[src/rtl/ins_fetch.sv]
// Instruction byte fetch: ROM request FSM feeding a small in-order byte buffer.
// Define INS_FETCH_PREFETCH_EN for a 2-entry buffer (prefetch); default is 1 entry.
module ins_fetch #(
   parameter logic [15:0] RESET_PC = 16'h0000
) (
   input  logic        clk,
   input  logic        rst_n,
   input  logic        fetch_en,
   input  logic        pc_load,
   input  logic [15:0] pc_new,
   output logic [15:0] rom_addr,
   output logic        rom_rd,
   input  logic [7:0]  rom_data,
   input  logic        rom_ack,
   output logic        ins_valid,
   output logic [7:0]  ins_data,
   output logic [15:0] ins_pc,
   input  logic        ins_ready
);

`ifdef INS_FETCH_PREFETCH_EN
   localparam int unsigned DEPTH = 2;
`else
   localparam int unsigned DEPTH = 1;
`endif
   localparam logic [1:0] DEPTH_CNT = 2'(DEPTH);

   typedef enum logic [1:0] {StIdle, StReq, StWait, StDrop} state_e;

   state_e      state_q;
   logic [15:0] fpc_q;
   logic [1:0]  count_q;
   logic [7:0]  buf_data_q [DEPTH];
   logic [15:0] buf_pc_q   [DEPTH];

   logic       push;
   logic       pop;
   logic       slot_free;
   logic [1:0] wr_idx;

   assign ins_valid = (count_q != 2'd0);
   assign ins_data  = buf_data_q[0];
   assign ins_pc    = buf_pc_q[0];

   // A redirect suppresses both push and pop; the buffer is flushed instead.
   always_comb begin
      push      = (state_q == StWait) && rom_ack && !pc_load;
      pop       = ins_valid && ins_ready && !pc_load;
      slot_free = (count_q < DEPTH_CNT);
      wr_idx    = count_q - {1'b0, pop};
   end

   always_ff @(posedge clk or negedge rst_n) begin
      if (!rst_n) begin
         count_q <= 2'd0;
         for (int i = 0; i < DEPTH; i++) begin
            buf_data_q[i] <= 8'h00;
            buf_pc_q[i]   <= 16'h0000;
         end
      end else if (pc_load) begin
         count_q <= 2'd0;
      end else begin
         if (push && !pop) begin
            count_q <= count_q + 2'd1;
         end else if (pop && !push) begin
            count_q <= count_q - 2'd1;
         end
         // Head is always slot 0; a pop shifts everything down one slot.
         for (int i = 0; i < DEPTH; i++) begin
            if (push && (2'(i) == wr_idx)) begin
               buf_data_q[i] <= rom_data;
               buf_pc_q[i]   <= fpc_q;
            end else if (pop) begin
               buf_data_q[i] <= buf_data_q[(i + 1) % DEPTH];
               buf_pc_q[i]   <= buf_pc_q[(i + 1) % DEPTH];
            end
         end
      end
   end

   always_ff @(posedge clk or negedge rst_n) begin
      if (!rst_n) begin
         state_q  <= StIdle;
         fpc_q    <= RESET_PC;
         rom_rd   <= 1'b0;
         rom_addr <= 16'h0000;
      end else begin
         rom_rd <= 1'b0;
         unique case (state_q)
            StIdle: begin
               if (pc_load) begin
                  fpc_q <= pc_new;
               end else if (fetch_en && slot_free) begin
                  state_q  <= StReq;
                  rom_rd   <= 1'b1;
                  rom_addr <= fpc_q;
               end
            end
            StReq: begin
               if (pc_load) begin
                  fpc_q   <= pc_new;
                  state_q <= StDrop;
               end else begin
                  state_q <= StWait;
               end
            end
            StWait: begin
               // An ack in the redirect cycle already retires the request.
               if (pc_load) begin
                  fpc_q   <= pc_new;
                  state_q <= rom_ack ? StIdle : StDrop;
               end else if (rom_ack) begin
                  fpc_q   <= fpc_q + 16'd1;
                  state_q <= StIdle;
               end
            end
            StDrop: begin
               if (pc_load) begin
                  fpc_q <= pc_new;
               end
               if (rom_ack) begin
                  state_q <= StIdle;
               end
            end
            default: state_q <= StIdle;
         endcase
      end
   end

endmodule

[config.mk]
export PLATFORM = sky130hd
export DESIGN_NAME = ins_fetch
export DESIGN_NICKNAME = d
export VERILOG_FILES = /design/src/rtl/ins_fetch.sv
export SDC_FILE = /design/constraint.sdc
export NUM_CORES = 1
export LEC_CHECK = 0
export BUFFER_PORTS_ARGS = -buffer_cell sky130_fd_sc_hd__buf_2
export CELL_PAD_IN_SITES_DETAIL_PLACEMENT = 2
export CELL_PAD_IN_SITES_GLOBAL_PLACEMENT = 2
export CORE_MARGIN = 2
export CORE_UTILIZATION = 34
export DETAILED_ROUTE_END_ITERATION = 10
export HOLD_SLACK_MARGIN = 0.15
export PLACE_DENSITY_LB_ADDON = 0.1
export SETUP_SLACK_MARGIN = 0.2
export SLEW_MARGIN = 20
export SYNTH_ARGS = -nofsm -noshare
export SYNTH_HDL_FRONTEND = slang
export SYNTH_SLANG_ARGS = --single-unit
[constraint.sdc]
create_clock -name clk -period 2.5 [get_ports clk]
set_input_delay 0.375 -clock clk [delete_from_list [all_inputs] [get_ports clk]]
set_output_delay 0.375 -clock clk [all_outputs]
set_load 0.05 [all_outputs]
==> results.toml, run 1 <==
[logic_synthesis]
synth_area_sq_um = 2791
ys_types = 41
yosysSeqAreaShare = 0.5468
synth_edf_count = 0
ys_ff_latch = 61
syn_inst = 238
yosysWarnings = 0
async_reset_ff_frac = 1.000
synth-main-ff-cell = "dfrtp_1"
syn_nets = 271
postSynthAreaPerCell_sq_um = 11.73

[critical_path]
cp.arrival_ns = 2.17
crit_type = "flop to flop"
worstPathMaxFanout = 8
crit_required_ns = 2.71
start_kind = "flop"
slowest_delay_ns = 0.56
path_cells = "or3b_1 > or4_4 > nor3_1 > o22ai_1"
worst-path-buf-inv = 0
crit_family = "simple AND/OR/NAND/NOR gates"
crit_path_end_kind = "flop"
slowest_stage = "or4_4"

[layout]
multi_input_area_sq_um = 1166
fillers = 931
nNetsFinal = 350
regArea_sq_um = 1526
fin_util = 0.4280
syn2layout_area_growth_pct = 24.07
drive_gt1_frac = 0.4317
n_antenna_cell = 0
finalInstanceArea_sq_um = 3463

[outcome]
status = "complete, no violations"

[timing]
worstMarginPinSlew_ns = 0.6596
setup-tns-final_ns = 0
whs_ns = 0.2504
worst_slack_ns = 0.5405
grt_setup_unrepaired = "no"
fmaxAchievable_mhz = 510.3
setup_viol = 0
min_period_ns = 1.959
skew_ns = 0.007967
slew-limit-headroom = 0.5586
post-route-period-util = 0.7838
drv_slew = 0
hold_viol_final = 0

[cts]
cts-root-buf = "clkbuf_8"
cts_tree = "done"
numCtsBuffers = 9
clkLatencyLatePin_ns = 0.34
clk_pin_slew_ns = 0.07
numClockSinks = 61
h-tree-depth = 3
cts_max_path_buffers = 2

[placed_design]
io_buffers = 71
dpl_cell_area_sq_um = 3284
place_ws_ns = 0.5646
gp_congestion = 0.7564
hpwl_um = 5591

[global_route]
antenna_found_initial = 0
grt_usage = 0.1855
grt_pass1_wl_um = 12370
gr-total-overflow = 0
grt_max_degree = 26
grt_pass1_vias = 2375

[floorplanning]
start_util = 0.3449
die_height_um = 94.61
dieArea_sq_um = 8951
fp-row-count = 33
chipWidth_um = 94.61
core-area_sq_um = 8093
ios = 72

[power]
power_leakage_uw = 0.001573
power_density_nw_per_um2 = 1444
peakVddDrop_uv = 576.5

[detailed_routing]
via_per_inst = 5.115
drc = 0
first_pass_iters = 4
antenna_left = 0
drt-total-wl_um = 7524
drt_iter0_drc = 73
routed-via-count = 2184
route.detailed.wl_per_inst_um = 17.62

[worst_hold_path]
hold_path.class = "input port to flop"

[job]
cap_violations = 0
-- layout by cell type (no fill, tap or decap), types with 2 or more instances in the layout --
master and n:
a211oi_1 2, a21oi_1 11, a22oi_1 2, a31oi_1 2
buf_2 71, buf_4 10, clkbuf_1 2, clkbuf_8 10
clkinv_2 3, dfrtp_1 61, ha_1 3, inv_1 8
mux2_2 40, mux2i_1 2, nand2_1 16, nand2b_1 2
nand3_1 5, nand4_1 6, nor2_1 15, nor3_1 4
nor3b_1 4, nor4_1 4, o21ai_0 9, o22ai_1 4
xnor2_1 7
-- per-stage QoR --
stage,total power (uW),cells
3_5_place_dp,4272,410
3_3_place_gp,4184,410
2_1_floorplan,3617,238
4_1_cts,5074,427
5_1_grt,5314,427
6_report,5001,427
-- final cells by class --
| type | count | area share |
|---|---|---|
| Timing Repair Buffer | 82 | 0.1272 |
| Inverter | 8 | 0.008671 |
| Tap cell | 105 | 0.03793 |
| Multi-Input combinational cell | 155 | 0.3367 |
| Sequential cell | 61 | 0.4408 |
| Clock buffer | 12 | 0.04191 |
| Clock inverter | 4 | 0.006864 |
-- sequential cells by signal (all words and copies together), names as in the netlist --
| signal | cells |
|---|---|
| ins_data | 8 |
| rom_addr | 16 |
| state_q | 2 |
| count_q | 2 |
| rom_rd | 1 |
| ins_pc | 16 |
| fpc_q | 16 |
-- per-layer routing --
metal | track usage | up-vias | wire length [um]
li1 | - | 1009 | -
met1 | 0.2446 | 1114 | 3396
met2 | 0.3008 | 49 | 3689
met3 | 0.03192 | 12 | 292
met4 | 0.07971 | 0 | 145
met5 | 0 | - | 0
-- synthesized netlist by cell type, types with 2 or more instances --
library cell	count	area [sq um]
a211oi_1	2	15.01
a21oi_1	11	55.05
a22oi_1	2	15.01
a31oi_1	2	12.51
buf_2	4	20.02
clkbuf_1	8	30.03
dfrtp_1	61	1526
ha_1	3	37.54
inv_1	8	30.03
mux2_2	40	450.4
mux2i_1	2	20.02
nand2_1	16	60.06
nand2b_1	2	12.51
nand3_1	5	25.02
nand4_1	6	37.54
nor2_1	15	56.30
nor3_1	4	20.02
nor3b_1	4	30.03
nor4_1	4	25.02
o21ai_0	9	45.04
o22ai_1	4	25.02
xnor2_1	7	61.31
-- worst paths after layout --
| kind | from | endpoint | slack, ns | cells after the start |
|---|---|---|---|---|
| max | state_q[1] | fpc_q[12] | 0.54 | 4 |
| max reg2reg | state_q[1] | fpc_q[12] | 0.54 | 4 |
| min in group asynchronous | rst_n | ins_pc[3] | 0.53 | 2 |
| min | pc_new[10] | fpc_q[10] | 0.25 | 3 |
| min reg2reg | ins_data[7] | ins_data[7] | 0.50 | 1 |
| max in group asynchronous | rst_n | fpc_q[13] | 1.25 | 3 |
-- power by group --
part / total (uW) / switching, uW / leakage [uW] / internal [uW]
Combinational: 2500 / 1760 / 0.000749 / 742
Clock: 778 / 394 / 0.0000901 / 384
Sequential: 1720 / 317 / 0.000733 / 1400
Total: 5000 / 2470 / 0.00157 / 2530
-- cell families after synthesis --
kind of cell / after synthesis / synth area share
multiplexers: 42 / 0.1685
buffers and inverters: 22 / 0.03541
XOR/XNOR: 7 / 0.02196
flip-flops: 61 / 0.5468
AND/OR/NAND/NOR: 66 / 0.1322
AO/OA/AOI/OAI: 37 / 0.08157
adder cells (fa/ha/maj): 3 / 0.01345
-- tightest hold or removal path, stage by stage --
cell and delay, ns:
buf_2 0.08, nand2_1 0.04, o21ai_0 0.06
-- repair_timing --
item	CTS	global route
buffers inserted	0	0
resized for setup	0	0
hold buffers	1	0
endpoints found under the hold margin	20	0
No activity file was read; power rests on OpenSTA's default activity.
==> run 2, diff against run 1 <==
- CORE_UTILIZATION: 34 -> 30
- clock period: 2.5 -> 1.6 ns (I/O delays scaled with it)
==> run 2 against run 1 <==
Compared with the run above: the flow now finishes with violations (setup timing); sequential share of layout area shrank 10 points; core utilization grew 6.2 points; via count grew 15%; die area rose by 13%; count of clock-buffer cells in the layout is 3 lower; wire length up 30%.
==> results.toml, run 2 (synthesis gave the netlist of run 1 again) <==
[outcome]
status = "finished with violations"
violations = "setup timing"

[cts]
clkLatencyLatePin_ns = 0.35
clk_pin_slew_ns = 0.08
cts_tree = "done"
numClockSinks = 61
cts_max_path_buffers = 2
cts-root-buf = "clkbuf_8"
h-tree-depth = 3
numCtsBuffers = 9

[floorplanning]
core-area_sq_um = 9153
start_util = 0.3050
chipWidth_um = 100.5
die_height_um = 100.5
ios = 72
fp-row-count = 35
dieArea_sq_um = 10090

[power]
power_density_nw_per_um2 = 2109
peakVddDrop_uv = 743.0
power_leakage_uw = 0.002094

[placed_design]
hpwl_um = 5708
io_buffers = 71
gp_congestion = 0.7500
dp_cells = 447

[critical_path]
crit_required_ns = 1.87
reg2reg_from = "fpc_q[0]"
crit_type = "flop to flop"
cp.arrival_ns = 2.04
crit_path_end_kind = "flop"
worstPathMaxFanout = 6
startpoint = "fpc_q[0]"
start_kind = "flop"

[layout]
nNetsFinal = 417
syn2layout_area_growth_pct = 60.60
layout_commonest_cell = "buf_2"
regArea_sq_um = 1526
multi_input_area_sq_um = 1476
fillers = 906
n_antenna_cell = 0
drive_gt1_frac = 0.5913
final_cell_mix = "70 x buf_2, 61 x dfrtp_1, 39 x buf_4, 24 x mux2_2, 17 x buf_6"
fin_cells = 500

[detailed_routing]
route.detailed.wl_per_inst_um = 19.56
via_per_inst = 5.018
first_pass_iters = 4
drc = 0
antenna_left = 0
drt_iter0_drc = 43
routed-via-count = 2509
drt-total-wl_um = 9778

[timing]
slew-limit-headroom = 0.7560
hold_viol_final = 0
setup-tns-final_ns = -4.167
post-route-period-util = 1.105
grt_setup_unrepaired = "yes"
skew_ns = 0.01628
fmaxAchievable_mhz = 565.5
worst_slack_ns = -0.1684
worstMarginPinSlew_ns = 0.3612
drv_slew = 0
whs_ns = 0.1854
min_period_ns = 1.768
setup_viol = 47

[global_route]
grt_pass1_vias = 2686
antenna_found_initial = 0
grt_pass1_wl_um = 14520
gr-total-overflow = 0
grt_usage = 0.1911
grt_max_degree = 62

[worst_hold_path]
hold_path.class = "input port to flop"
worstHoldStart = "pc_new[2]"

[job]
cap_violations = 0
run 2: repair_timing:
| action | CTS | global route |
|---|---|---|
| resized for setup | 36 | 48 |
| cloned | 1 | 1 |
| buffers inserted | 11 | 9 |
| hold buffers | 15 | 0 |
| pin swaps | 8 | 14 |
| endpoints found under the setup margin | 58 | 61 |
| endpoints found under the hold margin | 75 | 0 |
run 2: layer usage:
metal	track usage	up-vias	routed length, um
met5	0	-	0
met4	0.05374	0	123
met3	0.03883	11	281
met2	0.3242	56	5043
met1	0.2479	1294	4329
li1	-	1148	-
run 2: stage by stage:
| step | worst slack, ns | cell area (sq um) | utilization | total power [uW] |
|---|---|---|---|---|
| finish | -0.1684 | 4483 | 0.4898 | 9453 |
| detailed placement | -0.09798 | 3600 | 0.3933 | 7070 |
| global route | -0.3403 | 4483 | 0.4898 | 9953 |
| floorplan | -0.1391 | 2875 | - | 5751 |
| CTS | -0.07553 | 4194 | 0.4582 | 8959 |
| global placement | -0.05014 | 3600 | 0.3933 | 6978 |
run 2: critical path: stages, from the launching register on:
cell      delay, ns
dfrtp_1        0.37
ha_2           0.18
nand4_1        0.14
buf_4          0.22
o41ai_1        0.43
o221ai_1       0.20
nor2_1         0.14
run 2: worst paths after layout:
kind / end / slack, ns / cells after the start
max in group asynchronous: fpc_q[9] / 0.88 / 3
worst min-delay path: fpc_q[2] / 0.19 / 3
worst max register to register: fpc_q[14] / -0.17 / 6
min in group asynchronous: rom_addr[3] / 0.42 / 3
worst min register to register: ins_data[7] / 0.50 / 1
worst max-delay path: fpc_q[14] / -0.17 / 6
run 2: power by group:
part           internal (uW)  switching, uW  leakage [uW]  total (uW)
logic                   2100           3330       0.00126        5430
registers               2190            396      0.000733        2590
clock network            727            702      0.000104        1430
total                   5020           4430       0.00209        9450
run 2: area by class of cell:
cell class,count,share of cell area
clock buffers,9,0.02763
clock inverters,7,0.01675
repair buffers,149,0.2481
well taps,111,0.03098
multi-input cells,155,0.3293
inverters,8,0.006698
flip-flops and latches,61,0.3405
==> run 3, diff against run 2 <==
- ABC_CLOCK_PERIOD_IN_PS: not set -> 1600
- SETUP_SLACK_MARGIN: 0.2 -> 0.1
==> run 3 against run 2 <==
Compared with the run above: the run still ends with setup timing left; maximum frequency fell by 3.3%; power decreased by 2.0%; via count is 0.44% higher; combinational power hardly changed; first-iteration DRC count up 63%; core utilization rose by 0.83 points; sequential share of layout area is 0.49 points lower; setup slack lost 0.061 ns; wire length shrank 0.84%.
==> results.toml, run 3 (synthesis gave the netlist of run 1 again) <==
[timing]
worst_slack_ns = -0.2289
whs_ns = 0.1581
slew-limit-headroom = 0.7277
hold_viol_final = 0
drv_slew = 0
min_period_ns = 1.829
worstMarginPinSlew_ns = 0.4028
skew_ns = 0.008531
post-route-period-util = 1.143
setup_viol = 47
fmaxAchievable_mhz = 546.8
grt_setup_unrepaired = "yes"

[detailed_routing]
drc = 0
route.detailed.wl_per_inst_um = 19.31
antenna_left = 0
routed-via-count = 2520
via_per_inst = 5.020
drt_iter0_drc = 70
drt-total-wl_um = 9696
first_pass_iters = 4

[placed_design]
io_buffers = 71
hpwl_um = 5756
place_ws_ns = -0.1135
gp_congestion = 0.7412

[worst_hold_path]
hold_depth = 3
hold_path.class = "input port to flop"

[critical_path]
crit_path_end_kind = "flop"
crit_family = "buffers and inverters"
worstPathMaxFanout = 4
cp.arrival_ns = 2.05
slowest_delay_ns = 0.37
start_kind = "flop"
path_cells = "inv_2 > ha_4 > nor3b_4 > xnor2_1 > nand4_1 > buf_6 > clkbuf_16 > mux2_2"
cp.depth = 8
slowest_stage = "dfrtp_1"
crit_type = "flop to flop"
reg2regPathDepth = 8
crit_required_ns = 1.82
worst-path-buf-inv = 3

[global_route]
grt_max_degree = 62
grt_usage = 0.1864
antenna_found_initial = 0
gr-total-overflow = 0
grt_pass1_wl_um = 14140
grt_pass1_vias = 2611

[layout]
drive_gt1_frac = 0.6061
n_antenna_cell = 0
fin_util = 0.4982
syn2layout_area_growth_pct = 63.33
nNetsFinal = 420
layout_commonest_cell = "buf_2"
final_cell_mix = "70 x buf_2, 58 x dfrtp_1, 42 x buf_4, 24 x mux2_2, 16 x mux2_4"

[cts]
clkLatencyLatePin_ns = 0.34
numCtsBuffers = 9
numClockSinks = 61
cts_max_path_buffers = 2
cts_tree = "done"
cts-root-buf = "clkbuf_8"
clk_pin_slew_ns = 0.07
h-tree-depth = 3

[floorplanning]
chipWidth_um = 100.5
fp-row-count = 35
core-area_sq_um = 9153
ios = 72
dieArea_sq_um = 10090
die_height_um = 100.5
start_util = 0.3050

[power]
fin_total_pwr_uw = 9262
power_leakage_uw = 0.002138
power_density_nw_per_um2 = 2032
peakVddDrop_uv = 783.9

[outcome]
violations = "setup timing"
status = "finished with violations"

[job]
cap_violations = 0
[run 3: timing repair]
action	CTS	global route
buffers inserted	12	13
hold endpoints to repair	74	0
hold buffers	14	0
endpoints found under the setup margin	56	60
pin swaps	8	16
resized for setup	44	54
cloned	2	2
[run 3: final cells by class]
type                    count  area, sq um
repair buffers            152         1201
clock inverters             5        28.78
flip-flops and latches     61         1530
fillers                   951         4593
inverters                   8        30.03
well taps                 111        138.9
multi-input cells         155         1503
clock buffers              10        127.6
[run 3: power breakdown]
part / switching, uW / internal [uW] / leakage (uW) / total (uW)
sequential: 461 / 2200 / 0.000730 / 2660
combinational: 3300 / 2140 / 0.00132 / 5440
clock: 617 / 545 / 0.0000856 / 1160
total: 4370 / 4890 / 0.00214 / 9260
[run 3: final timing paths]
| check | from | to | slack, ns |
|---|---|---|---|
| setup / recovery | count_q[1] | ins_pc[5] | -0.23 |
| hold / removal | pc_new[1] | fpc_q[1] | 0.16 |
| setup reg to reg | count_q[1] | ins_pc[5] | -0.23 |
| hold reg to reg | ins_data[4] | ins_data[4] | 0.50 |
| max in group asynchronous | rst_n | state_q[1] | 0.85 |
| min in group asynchronous | rst_n | ins_pc[3] | 0.45 |
[run 3: metrics by stage]
| stage | instance area, sq um | setup TNS (ns) | cells |
|---|---|---|---|
| 2_1_floorplan | 2845 | -3.895 | 238 |
| 3_3_place_gp | 3571 | -1.922 | 444 |
| 3_5_place_dp | 3571 | -3.184 | 444 |
| 4_1_cts | 4175 | -2.748 | 487 |
| 5_1_grt | 4559 | -10.78 | 502 |
| 6_report | 4559 | -7.233 | 502 |
[run 3: per-layer routing]
| layer | vias to the layer above | track usage | part of all wire | wire, um |
|---|---|---|---|---|
| met5 | - | 0 | 0 | 0 |
| met4 | 0 | 0.05690 | 0.010 | 100 |
| met3 | 9 | 0.04161 | 0.035 | 336 |
| met2 | 53 | 0.3077 | 0.50 | 4863 |
| met1 | 1306 | 0.2450 | 0.45 | 4395 |
| li1 | 1152 | - | - | - |
[run 3: tightest hold or removal path: cells and delay by family]
kind | cells | cell delay (ns)
buffers and inverters | 1 | 0.10
AND/OR/NAND/NOR | 1 | 0.04
AO/OA/AOI/OAI | 1 | 0.07
